**config.mk**
```make
export PLATFORM = sky130hd
export DESIGN_NAME = pc_fetch_unit
export DESIGN_NICKNAME = d
export VERILOG_FILES = /design/src/rtl/pc_fetch_unit.sv
export SDC_FILE = /design/constraint.sdc
export NUM_CORES = 1
export LEC_CHECK = 0
export ABC_AREA = 1
export CAP_MARGIN = 0
export CORE_ASPECT_RATIO = 1.4
export CORE_MARGIN = 2
export CORE_UTILIZATION = 30
export CTS_CLUSTER_DIAMETER = 50
export DETAILED_ROUTE_END_ITERATION = 8
export MAX_ROUTING_LAYER = met4
export REMOVE_ABC_BUFFERS = 1
export SETUP_SLACK_MARGIN = 0.3
export SLEW_MARGIN = 10
export SYNTH_ARGS = -nofsm -noshare
export SYNTH_HDL_FRONTEND = slang
export SYNTH_SLANG_ARGS = --single-unit
```
**constraint.sdc**
```tcl
create_clock -name clk -period 4.8 [get_ports clk]
set_input_delay 0.48 -clock clk [delete_from_list [all_inputs] [get_ports clk]]
set_output_delay 0.48 -clock clk [all_outputs]
set_load 0.02 [all_outputs]
```
**src/rtl/pc_fetch_unit.sv**
```systemverilog
// Program counter and single-outstanding instruction fetch sequencer for the
// non-pipelined rv32 core. Optional misaligned-target trap: MISALIGN_TRAP_EN.
module pc_fetch_unit #(
  parameter logic [31:0] RESET_VECTOR = 32'h0000_0000,
  parameter int          XLEN         = 32
) (
  input  logic            clk,
  input  logic            n_rst,
  input  logic            en,
  input  logic            b_out,
  input  logic            is_jal,
  input  logic            is_jalr,
  input  logic [XLEN-1:0] imm,
  input  logic [XLEN-1:0] rs1_data,
  input  logic            i_ack,
  output logic            i_req,
  output logic [XLEN-1:0] i_addr,
  output logic [XLEN-1:0] pc,
  output logic [XLEN-1:0] pc_plus4,
  output logic            instr_valid,
  output logic            misaligned_err
);

  typedef enum logic [1:0] {IDLE, FETCH, EXEC, HALT} state_t;

  typedef struct packed {
    logic            b_out;
    logic            is_jal;
    logic            is_jalr;
    logic [XLEN-1:0] imm;
    logic [XLEN-1:0] rs1;
  } resolve_t;

  state_t          state, state_nxt;
  resolve_t        res;
  logic [XLEN-1:0] pc_q, pc_nxt;
  logic [XLEN-1:0] jalr_sum, rel_tgt, seq_tgt, sel_tgt;
  logic            pc_we;
  logic            trap;

  assign res = '{b_out: b_out, is_jal: is_jal, is_jalr: is_jalr,
                 imm: imm, rs1: rs1_data};

  // Target adders are all modulo 2^XLEN; overflow wraps silently.
  assign jalr_sum = res.rs1 + res.imm;
  assign rel_tgt  = pc_q + res.imm;
  assign seq_tgt  = pc_q + XLEN'(4);

  always_comb begin
    sel_tgt = seq_tgt;
    if (res.is_jalr)     sel_tgt = jalr_sum & ~XLEN'(1);
    else if (res.is_jal) sel_tgt = rel_tgt;
    else if (res.b_out)  sel_tgt = rel_tgt;
  end

`ifdef MISALIGN_TRAP_EN
  logic err_q;

  assign trap   = sel_tgt[1];
  assign pc_nxt = sel_tgt;

  // Sticky until reset; only set on the EXEC cycle that selects a bad target.
  always_ff @(posedge clk or negedge n_rst) begin
    if (!n_rst)                     err_q <= 1'b0;
    else if (state == EXEC && trap) err_q <= 1'b1;
  end

  assign misaligned_err = err_q;
`else
  assign trap           = 1'b0;
  assign pc_nxt         = sel_tgt & ~XLEN'(3);
  assign misaligned_err = 1'b0;
`endif

  always_comb begin
    state_nxt = state;
    pc_we     = 1'b0;
    case (state)
      IDLE:  if (en) state_nxt = FETCH;
      FETCH: if (i_ack) state_nxt = EXEC;
      EXEC: begin
        if (trap) begin
          state_nxt = HALT;
        end else begin
          pc_we     = 1'b1;
          state_nxt = en ? FETCH : IDLE;
        end
      end
      HALT:    state_nxt = HALT;
      default: state_nxt = IDLE;
    endcase
  end

  always_ff @(posedge clk or negedge n_rst) begin
    if (!n_rst) begin
      state <= IDLE;
      pc_q  <= RESET_VECTOR;
    end else begin
      state <= state_nxt;
      if (pc_we) pc_q <= pc_nxt;
    end
  end

  // Handshake outputs decode the registered state only, so i_ack never
  // reaches i_req combinationally.
  assign i_req       = (state == FETCH);
  assign instr_valid = (state == EXEC);
  assign pc          = pc_q;
  assign i_addr      = pc_q;
  assign pc_plus4    = seq_tgt;

endmodule

```
Word level (Yosys, flattened, before mapping) --
Cells that the tools add are included.
Storage, ports and cells: register bits after elaboration 32, output and inout bits 99, logic and storage cells 20
Operators by class: add/subtract/negate cells 3, equal/unequal tests 5, mux-type cells 8, reductions and logical operators 2
Operator list (number):
- two-way mux 32 bit | 3
- adder 32 bit | 2
- adder 32 x 3 -> 32 bit (second input constant) | 1
- one-hot mux 2 bit (4 select lines) | 1
- equality test 2 bit (second input constant) | 2
- two-way mux 2 bit | 2
- inequality test 2 bit (second input constant) | 2
- equality test 2 x 1 -> 1 bit (second input constant) | 1
- zero test 2 bit | 1
- two-way mux 1 bit | 2
- AND reduction 2 bit | 1

Longest topological paths before layout --
Gate-level depths: netlist of run 1.
depth in word-level cells 4, gate-level depth with buffers 16, mapped depth without buffers 16

Worst setup path after synthesis of run 1 --
OpenSTA, ideal clock, no wires.
kind register to register, start point register pc_q[2], in the netlist i_addr[2], end point register pc_q[26], in the netlist i_addr[26], setup time 0.117 ns, data arrival time 2.115 ns, required time 4.683 ns, setup slack 2.568 ns, cell stages (with the launch flop) 17, buffers on the path 0, path through dfrtp_1 > ha_1 > fa_1 > nand3_1 > nand3_1 > nand2_1 > nand2_1 > nand2_1 > nand2_1 > nand2_1 > nand2_1 > nand2_1 > nand3_1 > nand2_1 > nand2_1 > nand2_1 > nand2_1
On the way: longest elaborated chain between the ends 4
RTL lines:
- start, declared | line 36 | logic [XLEN-1:0] pc_q, pc_nxt;
- start signal, assigned | line 100 | if (pc_we) pc_q <= pc_nxt;
- adder 32 x 3 -> 32 bit / adder 32 bit (equally long branches) | line 47, 46
- two-way mux 32 bit | line 53 | else if (res.b_out) sel_tgt = rel_tgt;
- two-way mux 32 bit (*) | line 52 | else if (res.is_jal) sel_tgt = rel_tgt;
- two-way mux 32 bit (*) | line 51 | if (res.is_jalr) sel_tgt = jalr_sum & ~XLEN'(1);
Mark *: on every way between the ends. The rest lies on a longest branch, timed or not. A chain may end at the register's enable or synchronous reset.

Worst setup path after layout of run 1 --
start point register pc_q[2], in the netlist i_addr[2], end point output pc_plus4[20]
On the way: longest elaborated chain between the ends 1
RTL lines:
- adder 32 x 3 -> 32 bit | line 47 | assign seq_tgt = pc_q + XLEN'(4);
- end, declared | line 19 | output logic [XLEN-1:0] pc_plus4,
Every way passes these cells.

==> impl_metrics.json, run 1 <==
{
  "status": "finished, final reports clean",
  "clockBufferDepth": 2,
  "synth.top_cell.area_share_pct": 27.94,
  "fmax_mhz": 291.9,
  "globalRoute.totalOverflow": 0,
  "gp_congestion": 0.9310,
  "std_cell_rows": 66,
  "timing.final.crit_share_pct": 71.36,
  "arrival_ns": 2.95,
  "vias": 8829,
  "cp_cell_sequence": "ha_1 > nand3_2 > clkinv_2 > nand3_4 > nor2_4 > nand3_2 > or2_1 > nand2_1 > clkdlybuf4s50_1",
  "final_cell_mix": "531 x nand2_1, 210 x inv_1, 161 x clkdlybuf4s50_1",
  "required_ns": 4.32,
  "post_drt_wl_per_cell_um": 17.70,
  "gr-usage-all-layers_pct": 25.58,
  "post_synth.cell_area_avg_um2": 5.265,
  "diodes": 0,
  "cp-start-kind": "flop",
  "grt_max_degree": 33,
  "seq_area_frac_synth_pct": 11.22,
  "drt_iter0_drc": 633,
  "postSynthCellCount": 1355,
  "area_growth_pct": 26.15,
  "io_pins": 170,
  "clkSlewWorstSetupHoldPaths_ns": 0.06,
  "path_delay_family": "simple AND/OR/NAND/NOR gates",
  "leakage_nw": 4.876,
  "clkLatencyLatePin_ns": 0.29,
  "grt_pass1_wl_um": 47730,
  "die_y_um": 186.5,
  "slew_violations": 0,
  "syn-cell-area_mm2": 0.007134,
  "synthTopCellsByArea": "nand2_1 28%, dfrtp_1 11%, inv_1 11%",
  "cts_setup_buffers": 0,
  "peakVddDrop_mv": 0.2403,
  "h-tree-depth": 2,
  "portBuffers": 162,
  "core_area_mm2": 0.02329,
  "slowest_stage": "dfrtp_1",
  "crit_path_end_kind": "primary output",
  "hpwl_um": 26600,
  "nets": 1612,
  "cts_sinks": 32,
  "rsz0062_at_grt": "no",
  "fin_skew_ns": 0.009395,
  "hold_path.class": "input port to asynchronous set/reset pin",
  "dieArea_mm2": 0.02505,
  "root_buffer": "clkbuf_16",
  "synth_seq_cells": 32,
  "cts_tree": "yes",
  "path_class": "flop to primary output",
  "slew_headroom_pct": 36.36,
  "yosysWarnings": 0,
  "slowest_delay_ns": 0.61,
  "finalSetupViolations": 0,
  "totalWireLength_um": 31640,
  "crit_path_frequent_cell": "nand3_2",
  "layout_commonest_cell": "nand2_1",
  "worst_slew_pin_slew_ns": 0.9536,
  "period_minus_slack_ns": 3.425,
  "drv_cap": 0,
  "crit_fanout": 9,
  "layout-drive-gt1-share_pct": 2.161,
  "drc": 0,
  "start_util_pct": 30.64,
  "cts_hold_buffers": 0,
  "finalSetupTns_ns": 0,
  "antenna_found_initial": 0,
  "path_buf_inv": 2,
  "ant_nets": 0,
  "grt_pass1_vias": 8474,
  "power_density_mw_per_mm2": 558.1,
  "utilization_pct": 38.65,
  "dr.pass1.iters": 5,
  "cts_buffers": 5,
  "via_per_inst": 4.941,
  "die_x_um": 134.3,
  "yosysUniqueCellTypes": 37,
  "cts-resized-gates": 0,
  "hold_violations": 0,
  "synth_area_leader_cell": "nand2_1"
}
through the flow:
step / power, W / worst slack, ns / hold WS (ns) / cell area, µm² / instances
floorplan: 0.002972 / 1.815 / 0.1844 / 6809 / 1306
global placement: 0.004611 / 1.748 / 0.5083 / 8851 / 1779
detailed placement: 0.004631 / 1.740 / 0.5223 / 8851 / 1779
CTS: 0.004995 / 1.424 / 0.3261 / 9000 / 1787
global route: 0.005409 / 1.232 / 0.3652 / 9000 / 1787
finish: 0.005023 / 1.375 / 0.3044 / 9000 / 1787
synth_stat cells:
cell type  count
a21o_1         1
a21oi_1       78
a31oi_1        8
and2_1         2
and3_1         1
buf_1          1
buf_2          2
buf_4         37
clkbuf_1      15
clkinv_1       3
clkinv_2       1
conb_1         1
dfrtp_1       32
fa_1           1
ha_1          60
inv_1        210
inv_2          3
nand2_1      531
nand3_1      106
nand3_2        3
nand3_4        1
nand3b_1      11
nand4_1       14
nor2_1       119
nor2_2         4
nor2_4         1
nor3_1        17
nor3_2         3
nor3b_1        1
o211ai_1       6
o21ai_0       33
o21ai_1       11
o21bai_1       8
o31ai_1        1
or2_1          2
xnor2_1        8
xor2_1        19
cell families (layout without fill, tap and decap cells):
| family | Yosys count | in the layout | synth area share [%] |
|---|---|---|---|
| DFF | 32 | 32 | 11.22 |
| adders and majority gates | 61 | 61 | 10.80 |
| xor gates and xnor gates | 27 | 27 | 3.315 |
| AOI/OAI and AO/OA | 146 | 146 | 10.94 |
| other | 1 | 7 | 0.05256 |
| buffers and inverters | 272 | 392 | 16.31 |
| and+or+nand+nor | 816 | 816 | 47.35 |
sequential cells by signal, summed over array words and instances, names as in the netlist:
register	flops
i_addr	30
state	2
final cells by class:
type	count	area, µm²
inverter	217	815.8
tap	306	382.9
fill	2647	14290
multi-input combinational	1057	5197
clock inverter	2	10.01
timing repair buffer	167	1654
clock buffer	6	138.9
sequential	32	800.8
layer usage:
layer,vias to the layer above,track usage (%),wire length (µm)
met3,53,1.331,1491
met5,-,-,0
met4,0,8.988,1104
li1,4472,-,-
met1,4013,30.07,12790
met2,291,45.86,16250
worst paths after layout:
check	start	endpoint	slack (ns)	cells after the start
min in group clk	state[1]	state[1]	0.54	2
worst min-delay path	n_rst	i_addr[3]	0.30	1
worst min register to register	state[1]	state[1]	0.54	2
worst max register to register	i_addr[2]	i_addr[22]	2.10	14
worst max-delay path	i_addr[2]	pc_plus4[20]	1.37	9
max in group asynchronous	n_rst	i_addr[30]	3.92	1
where the power goes:
| group | internal, W | total [W] | switching, W |
|---|---|---|---|
| clock | 0.000205 | 0.000350 | 0.000145 |
| sequential | 0.000397 | 0.000761 | 0.000364 |
| combinational | 0.00150 | 0.00391 | 0.00241 |
| total | 0.00210 | 0.00502 | 0.00292 |
(Power assumes the default switching activity.)
==> run 2: changes to the inputs <==
==> constraint.sdc (replaced) <==
create_clock -name clk -period 3.1 [get_ports clk]
set_input_delay 0.31 -clock clk [delete_from_list [all_inputs] [get_ports clk]]
set_output_delay 0.31 -clock clk [all_outputs]
set_load 0.02 [all_outputs]
==> run 2 against run 1 <==
Design area is 1.8% higher. Core utilization is 0.68 points higher. Clock power increased by 61%. Highest routed layer unchanged. Count of clock-buffer cells in the layout is 1 higher. Combinational power increased by 59%.
==> impl_metrics.json, run 2 (synthesis gave the netlist of run 1 again) <==
{
  "status": "finished, final reports clean",
  "crit_start": "i_addr[2]",
  "cts_hold_buffers": 0,
  "cts_tree": "yes",
  "crit_fanout": 6,
  "gr-usage-all-layers_pct": 26.05,
  "area_growth_pct": 28.38,
  "fmax_mhz": 358.4,
  "post_drt_wl_per_cell_um": 17.82,
  "globalRoute.totalOverflow": 0,
  "p_seq_share_pct": 14.3,
  "start_util_pct": 30.64,
  "layout-drive-gt1-share_pct": 4.150,
  "worst-r2r-cell-count": 14,
  "grt_pass1_vias": 8675,
  "clockBufferDepth": 2,
  "clock_power_share_pct": 7.1,
  "vias": 8906,
  "power_density_mw_per_mm2": 861.9,
  "leakage_nw": 5.006,
  "diodes": 0,
  "grt_max_degree": 33,
  "top_layer": "met4",
  "crit_path_end_kind": "primary output",
  "portBuffers": 162,
  "intPower_w": 0.003328,
  "die_x_um": 134.3,
  "arrival_ns": 2.48,
  "timing.final.crit_share_pct": 90.00,
  "wl_met2_um": 16470,
  "hold_violations": 0,
  "die_y_um": 186.5,
  "drv_cap": 0,
  "h-tree-depth": 2,
  "wl_met1_um": 13030,
  "hold_path.class": "input port to asynchronous set/reset pin",
  "switching_share_pct": 57.84,
  "peakVddDrop_mv": 0.3487,
  "grt_pass1_wl_um": 48410,
  "met3WireLength_um": 1430,
  "antenna_found_initial": 0,
  "gp_congestion": 0.9640,
  "cts_sinks": 32,
  "layout_commonest_cell": "nand2_1",
  "clkSlewWorstSetupHoldPaths_ns": 0.06,
  "std_cell_rows": 66,
  "hpwl_um": 27080,
  "fin_skew_ns": 0.005041,
  "required_ns": 2.79,
  "clkLatencyLatePin_ns": 0.29,
  "cts_buffers": 5,
  "r2r_start": "i_addr[2]",
  "ant_nets": 0,
  "io_pins": 170,
  "reg2reg_slack_ns": 0.53,
  "drt_iter0_drc": 546,
  "cp-start-kind": "flop",
  "largest_register_ffs": 30,
  "path_class": "flop to primary output",
  "root_buffer": "clkbuf_16",
  "via_per_inst": 4.948,
  "drc": 0,
  "finalSetupViolations": 0,
  "finalSetupTns_ns": 0,
  "finalInstanceArea_mm2": 0.009159,
  "timing.rr.end": "i_addr[30]",
  "core_area_mm2": 0.02329,
  "rsz0062_at_grt": "yes",
  "period_minus_slack_ns": 2.790,
  "power_switching_w": 0.004566,
  "final_cell_mix": "530 x nand2_1, 210 x inv_1, 147 x clkdlybuf4s50_1",
  "slew_headroom_pct": 37.00,
  "nets": 1626,
  "totalWireLength_um": 32080,
  "dieArea_mm2": 0.02505,
  "dr.pass1.iters": 7,
  "worst_slew_pin_slew_ns": 0.9450,
  "power_frac_comb_pct": 78.6,
  "placed_area_mm2": 0.008949,
  "slew_violations": 0
}
==> run 2: changes by cell type in the layout (fill, tap and decap cells not counted), sizes merged <==
cell and delta:
buf +14, clkdlybuf4s50 -14, dlygate4sd2 +10, dlymetal6s2s +4, clkinv -2, clkbuf +1
==> run 2: worst max path at each step <==
stage	end	slack, ns	depth (start not counted)
after floorplan	i_addr[12]	0.12	5
after global placement	i_addr[30]	0.30	15
after detailed placement	i_addr[30]	0.27	15
after CTS	pc_plus4[30]	0.15	8
after global routing	pc_plus4[25]	0.15	7
final	pc_plus4[24]	0.31	9
==> run 2: through the flow <==
step                      utilization [%]  std cells  setup WS [ns]  hold slack, ns  total power [W]
after floorplan                         -       1306         0.1152         0.01441         0.004602
after detailed placement            38.43       1792         0.2668          0.4888         0.007277
after global routing                39.33       1800         0.1467          0.2125         0.008491
final                               39.33       1800         0.3101          0.1650         0.007894
after global placement              38.43       1792         0.2992          0.4992         0.007280
after CTS                           39.10       1800         0.1475          0.1807         0.007831
==> run 2: critical path: stages (launching register included) <==
cell             delay (ns)
dfrtp_2                0.45
ha_1                   0.25
nand3_2                0.17
clkinv_2               0.16
nand3_4                0.13
clkinv_1               0.09
nand2_1                0.07
nand2_1                0.04
nand2_1                0.16
clkdlybuf4s50_1        0.65
==> run 2: area by class of cell <==
cell class                 instances  area [µm²]
timing repair buffer             181        1757
inverter                         217       815.8
multi-input combinational       1057        5235
tap                              306       382.9
fill                            2654       14130
clock buffer                       7       152.6
sequential                        32       815.8
==> run 2: power groups by stage <==
stage               Combinational (W)  Clock (W)  Sequential [W]
floorplan                     0.00319          0         0.00142
global placement              0.00618          0         0.00110
detailed placement            0.00618          0         0.00110
CTS                           0.00616   0.000564         0.00111
global route                  0.00675   0.000581         0.00116
finish                        0.00620   0.000562         0.00113
==> run 2: timing repair <==
item	in CTS	in global routing
resized for setup	18	16
endpoints found under the setup margin	16	9
setup buffers	1	0
hold endpoints to repair	0	0
pin swaps	1	0
==> run 2: routing by layer <==
metal	track usage (%)	vias to the layer above
met5	-	-
met4	9.271	0
met3	1.548	51
met2	46.64	290
met1	30.50	4069
li1	-	4496
